File: config.mk
export PLATFORM = sky130hd
export DESIGN_NAME = axi_rd_arbiter
export DESIGN_NICKNAME = d
export VERILOG_FILES = /design/src/rtl/axi_rd_arbiter.sv
export SDC_FILE = /design/constraint.sdc
export NUM_CORES = 1
export LEC_CHECK = 0
export ABC_AREA = 1
export CAP_MARGIN = 10
export CELL_PAD_IN_SITES_DETAIL_PLACEMENT = 0
export CELL_PAD_IN_SITES_GLOBAL_PLACEMENT = 1
export CORE_MARGIN = 5
export CORE_UTILIZATION = 18
export CTS_BUF_LIST = sky130_fd_sc_hd__clkbuf_4 sky130_fd_sc_hd__clkbuf_8
export DETAILED_ROUTE_END_ITERATION = 12
export PLACE_DENSITY_LB_ADDON = 0.1
export RECOVER_POWER = 100
export REMOVE_ABC_BUFFERS = 1
export SETUP_SLACK_MARGIN = 0.3
export SLEW_MARGIN = 20
export SYNTH_ARGS = -nofsm -noshare
export SYNTH_HDL_FRONTEND = slang
export SYNTH_SLANG_ARGS = --single-unit
File: constraint.sdc
create_clock -name aclk -period 2.7 [get_ports aclk]
set_input_delay 0.27 -clock aclk [delete_from_list [all_inputs] [get_ports aclk]]
set_output_delay 0.27 -clock aclk [all_outputs]
set_load 0.02 [all_outputs]
File: src/rtl/axi_rd_arbiter.sv
// Two-requester AXI read arbiter. One read is outstanding at a time: a
// requester wins the shared slave, its AR beat is forwarded, then every R
// beat is routed back to it until the slave signals rlast. Ownership
// alternates round-robin when both requesters want the slave.
module axi_rd_arbiter #(
    parameter int addr_wid_axi = 32,
    parameter int data_wid     = 32,
    parameter int asize        = $clog2(data_wid / 8)
) (
    input  logic                    aclk,
    input  logic                    areset,
    // requester 0
    input  logic [1:0]              m0_arid,
    input  logic [addr_wid_axi-1:0] m0_araddr,
    input  logic [7:0]              m0_arlen,
    input  logic [asize-1:0]        m0_arsize,
    input  logic [1:0]              m0_arburst,
    input  logic                    m0_arvalid,
    output logic                    m0_arready,
    output logic [data_wid-1:0]     m0_rdata,
    output logic [1:0]              m0_rresp,
    output logic                    m0_rlast,
    output logic                    m0_rvalid,
    input  logic                    m0_rready,
    // requester 1
    input  logic [1:0]              m1_arid,
    input  logic [addr_wid_axi-1:0] m1_araddr,
    input  logic [7:0]              m1_arlen,
    input  logic [asize-1:0]        m1_arsize,
    input  logic [1:0]              m1_arburst,
    input  logic                    m1_arvalid,
    output logic                    m1_arready,
    output logic [data_wid-1:0]     m1_rdata,
    output logic [1:0]              m1_rresp,
    output logic                    m1_rlast,
    output logic                    m1_rvalid,
    input  logic                    m1_rready,
    // shared slave
    output logic [1:0]              s_arid,
    output logic [addr_wid_axi-1:0] s_araddr,
    output logic [7:0]              s_arlen,
    output logic [asize-1:0]        s_arsize,
    output logic [1:0]              s_arburst,
    output logic                    s_arvalid,
    input  logic                    s_arready,
    input  logic [data_wid-1:0]     s_rdata,
    input  logic [1:0]              s_rresp,
    input  logic                    s_rlast,
    input  logic                    s_rvalid,
    output logic                    s_rready,
    // status
    output logic                    grant,
    output logic                    busy,
    output logic                    len_err,
    output logic [1:0]              dbg_state
);

    // Handshake rule on every channel: a beat transfers on the rising edge
    // where valid and ready are both high; valid, once raised, is expected
    // to hold with stable payload until that edge.

    typedef enum logic [1:0] {
        ST_IDLE = 2'd0,
        ST_ADDR = 2'd1,
        ST_DATA = 2'd2
    } state_t;

    state_t     r_state;
    logic       r_grant;
    logic       r_last_grant;
    logic       r_busy;
    logic       r_len_err;
    logic [7:0] r_len_q;
    logic [7:0] r_beat_cnt;

    logic w_in_addr;
    logic w_in_data;
    logic w_any_req;
    logic w_winner;
    logic w_ar_hs;
    logic w_r_hs;

    assign w_in_addr = (r_state == ST_ADDR);
    assign w_in_data = (r_state == ST_DATA);
    assign w_any_req = m0_arvalid | m1_arvalid;
    // Contention goes to the requester that did not own the last burst.
    assign w_winner  = (m0_arvalid & m1_arvalid) ? ~r_last_grant : m1_arvalid;
    assign w_ar_hs   = s_arvalid & s_arready;
    assign w_r_hs    = w_in_data & s_rvalid & s_rready;

    assign grant     = r_grant;
    assign busy      = r_busy;
    assign len_err   = r_len_err;
    assign dbg_state = r_state;

    // Ownership FSM with burst-length bookkeeping and registered status.
    always_ff @(posedge aclk or posedge areset) begin
        if (areset) begin
            r_state      <= ST_IDLE;
            r_grant      <= 1'b0;
            r_last_grant <= 1'b1;
            r_busy       <= 1'b0;
            r_len_err    <= 1'b0;
            r_len_q      <= 8'd0;
            r_beat_cnt   <= 8'd0;
        end else begin
            r_len_err <= 1'b0;
            case (r_state)
                ST_IDLE: begin
                    if (w_any_req) begin
                        r_grant <= w_winner;
                        r_busy  <= 1'b1;
                        r_state <= ST_ADDR;
                    end
                end
                ST_ADDR: begin
                    if (w_ar_hs) begin
                        r_len_q    <= s_arlen;
                        r_beat_cnt <= 8'd0;
                        r_state    <= ST_DATA;
                    end
                end
                ST_DATA: begin
                    if (w_r_hs) begin
                        r_beat_cnt <= r_beat_cnt + 8'd1;
                        // Flag a slave whose rlast disagrees with arlen; the
                        // burst is still closed only by rlast.
                        r_len_err  <= s_rlast ? (r_beat_cnt != r_len_q)
                                              : (r_beat_cnt == r_len_q);
                        if (s_rlast) begin
                            r_last_grant <= r_grant;
                            r_busy       <= 1'b0;
                            r_state      <= ST_IDLE;
                        end
                    end
                end
                default: begin
                    r_busy  <= 1'b0;
                    r_state <= ST_IDLE;
                end
            endcase
        end
    end

    // Route AR payload from the owner; valid/ready only pass in ADDR.
    always_comb begin
        s_arid     = r_grant ? m1_arid    : m0_arid;
        s_araddr   = r_grant ? m1_araddr  : m0_araddr;
        s_arlen    = r_grant ? m1_arlen   : m0_arlen;
        s_arsize   = r_grant ? m1_arsize  : m0_arsize;
        s_arburst  = r_grant ? m1_arburst : m0_arburst;
        s_arvalid  = w_in_addr & (r_grant ? m1_arvalid : m0_arvalid);
        m0_arready = w_in_addr & ~r_grant & s_arready;
        m1_arready = w_in_addr &  r_grant & s_arready;
    end

    // Route R beats to the owner; valid/ready only pass in DATA.
    always_comb begin
        m0_rdata  = s_rdata;
        m0_rresp  = s_rresp;
        m0_rlast  = s_rlast;
        m1_rdata  = s_rdata;
        m1_rresp  = s_rresp;
        m1_rlast  = s_rlast;
        m0_rvalid = w_in_data & ~r_grant & s_rvalid;
        m1_rvalid = w_in_data &  r_grant & s_rvalid;
        s_rready  = w_in_data & (r_grant ? m1_rready : m0_rready);
    end

endmodule

==> flow_summary.json <==
{
  "status": "finished, final reports clean",
  "start_util": 0.183,
  "place.gp.congestion": 0.740,
  "drcViolationCount": 0,
  "fin_crit_sh": 0.854,
  "fin_area_um2": 3610,
  "crit_top_cell": "nand2_1",
  "synth_cells": 383,
  "port_buffers": 159,
  "ys_seq_elements": 22,
  "drt-pass1-iter-count": 4,
  "crit_family": "buffers and inverters",
  "antenna_found_initial": 0,
  "crit_arrival_ps": 2030,
  "grtUsageTotal": 0.147,
  "die_h_um": 123,
  "dp_hpwl_mm": 9.43,
  "synth_seq_area_share": 0.240,
  "dieArea_um2": 15100,
  "slew_headroom": 0.150,
  "max_slew.worst_pin.slew_ps": 1270,
  "cts_root_buf": "clkbuf_8",
  "crit_path_top_delay_cell": "dlygate4sd3_1",
  "syn2layout_area_growth_pct": 56.9,
  "grt_pass1_wl_mm": 16.6,
  "rsz0062_at_grt": "false",
  "p_per_area_nw_per_um2": 820,
  "cts_hold_buf": 0,
  "maxCapViolations": 0,
  "hold_viol_final": 0,
  "fill_cells": 1418,
  "num_rows": 41,
  "vias_per_cell": 3.98,
  "critPathMaxFanout": 20,
  "totalWireLength_mm": 11.2,
  "drtAntennaViolNets": 0,
  "grt_pass1_vias": 2706,
  "path_cells": "clkinv_2 > buf_4 > nand2_1 > nand2_1 > dlygate4sd3_1",
  "clock-sinks": 22,
  "syn_area_per_cell_um2": 6.00,
  "clk-insertion-delay-late_ps": 270,
  "yosysUniqueCellTypes": 27,
  "grt_overflow": 0,
  "cts_buffer_depth": 2,
  "critical_path_class": "reg -> out",
  "max_stage_delay_ps": 690,
  "synthesis.yosys.warnings": 0,
  "htree_levels": 1,
  "initialDrtViolationCount": 66,
  "tns_ps": 0,
  "cts_tree": "done",
  "wl_per_cell_um": 17.5,
  "cp_num_buf_inv": 3,
  "ir_worst_vdd_mv": 0.302,
  "core_um2": 12600,
  "critPathCaptureType": "primary output",
  "maxSlewViolCount": 0,
  "dpl_cell_area_um2": 3570,
  "synth_area_um2": 2300,
  "worstSetupStartpointType": "flop",
  "drive_gt1_frac": 0.0235,
  "grt_start_max_net_pins": 52,
  "num_vias": 2546,
  "leakage_nw": 1.74,
  "critPathRequiredTime_ps": 2430,
  "n_antenna_cell": 0,
  "hp-class": "reg -> reg",
  "die_w_um": 123,
  "final-setup-viol-count": 0,
  "fin_crit_ps": 2300,
  "max_freq_mhz": 434,
  "finalClockSkew_ps": 5.95,
  "numCtsBuffers": 3,
  "ioPinCount": 262,
  "path_clk_slew_ps": 90,
  "finalNetCount": 605
}
-- placed cells by master (no fill, tap or decap) --
cell type / synthesis / routed
buf_6: 1 / 1
buf_12: 0 / 1
xor2_1: 2 / 2
xnor2_1: 4 / 4
clkinv_2: 0 / 1
dlygate4sd3_1: 0 / 58
o21ai_1: 13 / 5
nand3b_1: 1 / 1
nand3_1: 9 / 10
a21oi_1: 1 / 3
ha_1: 1 / 1
nor3_1: 2 / 2
dfrtp_1: 21 / 20
buf_4: 71 / 1
inv_2: 3 / 1
clkbuf_8: 0 / 4
dfrtp_2: 0 / 1
nor2_1: 11 / 11
clkbuf_1: 2 / 1
a21o_1: 1 / 1
nor3b_1: 2 / 2
o31ai_1: 1 / 1
o21ai_0: 4 / 12
nand2_1: 197 / 198
clkdlybuf4s50_1: 0 / 101
dfstp_2: 1 / 1
o211ai_1: 1 / 1
inv_1: 22 / 23
-- kinds of logic (layout without fill, tap and decap cells) --
group,Yosys count,after routing,synth area share
flops,22,22,0.240
buf+inv,107,192,0.295
compound gates,23,23,0.0566
xor+xnor,6,6,0.0229
simple gates,224,224,0.380
fa+ha+maj,1,1,0.00544
-- worst min-delay path: stages, from the launching register on --
cell and delay, ps:
dfrtp_1 350, nand2_1 50, nand2_1 50
-- Yosys cell counts --
cell | n | area share
inv_2 | 3 | 0.0049
nand3b_1 | 1 | 0.0033
buf_6 | 1 | 0.0049
o31ai_1 | 1 | 0.0033
xnor2_1 | 4 | 0.015
buf_2 | 2 | 0.0044
o21ai_0 | 4 | 0.0087
nand3_1 | 9 | 0.020
nand2_1 | 197 | 0.32
ha_1 | 1 | 0.0054
dfstp_2 | 1 | 0.011
buf_1 | 6 | 0.0098
o211ai_1 | 1 | 0.0033
clkbuf_1 | 2 | 0.0033
nor2_1 | 11 | 0.018
nor3_1 | 2 | 0.0044
a21o_1 | 1 | 0.0033
xor2_1 | 2 | 0.0076
o21ai_1 | 13 | 0.028
inv_1 | 22 | 0.036
a21oi_2 | 2 | 0.0076
nand2_2 | 1 | 0.0027
nor3b_1 | 2 | 0.0065
nand3_2 | 1 | 0.0044
dfrtp_1 | 21 | 0.23
buf_4 | 71 | 0.23
a21oi_1 | 1 | 0.0022
-- power breakdown --
part,leakage [nW],internal [W],switching [W]
logic,1.43,0.000884,0.00131
clock network,0.0288,0.000130,0.000118
registers,0.281,0.000442,0.0000730
-- layout make-up --
cell class,count,area [um2],share of cell area
sequential,22,553,0.153
tap,172,215,0.0597
inverter,25,95.1,0.0264
multi-input combinational,254,1050,0.292
timing repair buffer,163,1630,0.453
clock buffer,4,55.1,0.0153
-- flip-flops by register name, summed over array words and instances, names as in the netlist --
name / cells
len_err: 1
r_beat_cnt: 8
grant: 1
r_last_grant: 1
dbg_state: 2
busy: 1
r_len_q: 8
-- stage by stage --
step / worst slack, ps / instances / hold slack, ps / utilization / power, W
final: 395 / 640 / 477 / 0.287 / 0.00296
after global routing: 235 / 640 / 525 / 0.287 / 0.00326
after CTS: 323 / 640 / 354 / 0.288 / 0.00320
after detailed placement: 635 / 636 / 466 / 0.284 / 0.00292
after global placement: 616 / 636 / 457 / 0.284 / 0.00295
after floorplan: 68.8 / 301 / 258 / - / 0.00173
-- timing repair --
| item | 4_1_cts | 5_1_grt |
|---|---|---|
| setup buffers | 0 | 0 |
| setup endpoints to repair | 1 | 23 |
| gates resized for setup | 1 | 2 |
-- routing by layer --
metal | part of all wire | global-route usage | vias up
met5 | 0.013 | 0.0938 | -
met4 | 0.0053 | 0.0180 | 4
met3 | 0.22 | 0.151 | 9
met2 | 0.36 | 0.180 | 208
met1 | 0.40 | 0.174 | 1065
li1 | - | - | 1260
-- final timing paths --
check	cells past startpoint	slack, ps	to	startpoint
max in group asynchronous	3	1020	grant	areset
worst min-delay path	2	480	busy	busy
worst min register to register	2	480	busy	busy
worst max register to register	7	620	r_beat_cnt[6]	grant
worst max-delay path	5	400	s_arlen[6]	grant
min in group asynchronous	3	850	busy	areset
Note: power is estimated with default switching activity, not from simulation.
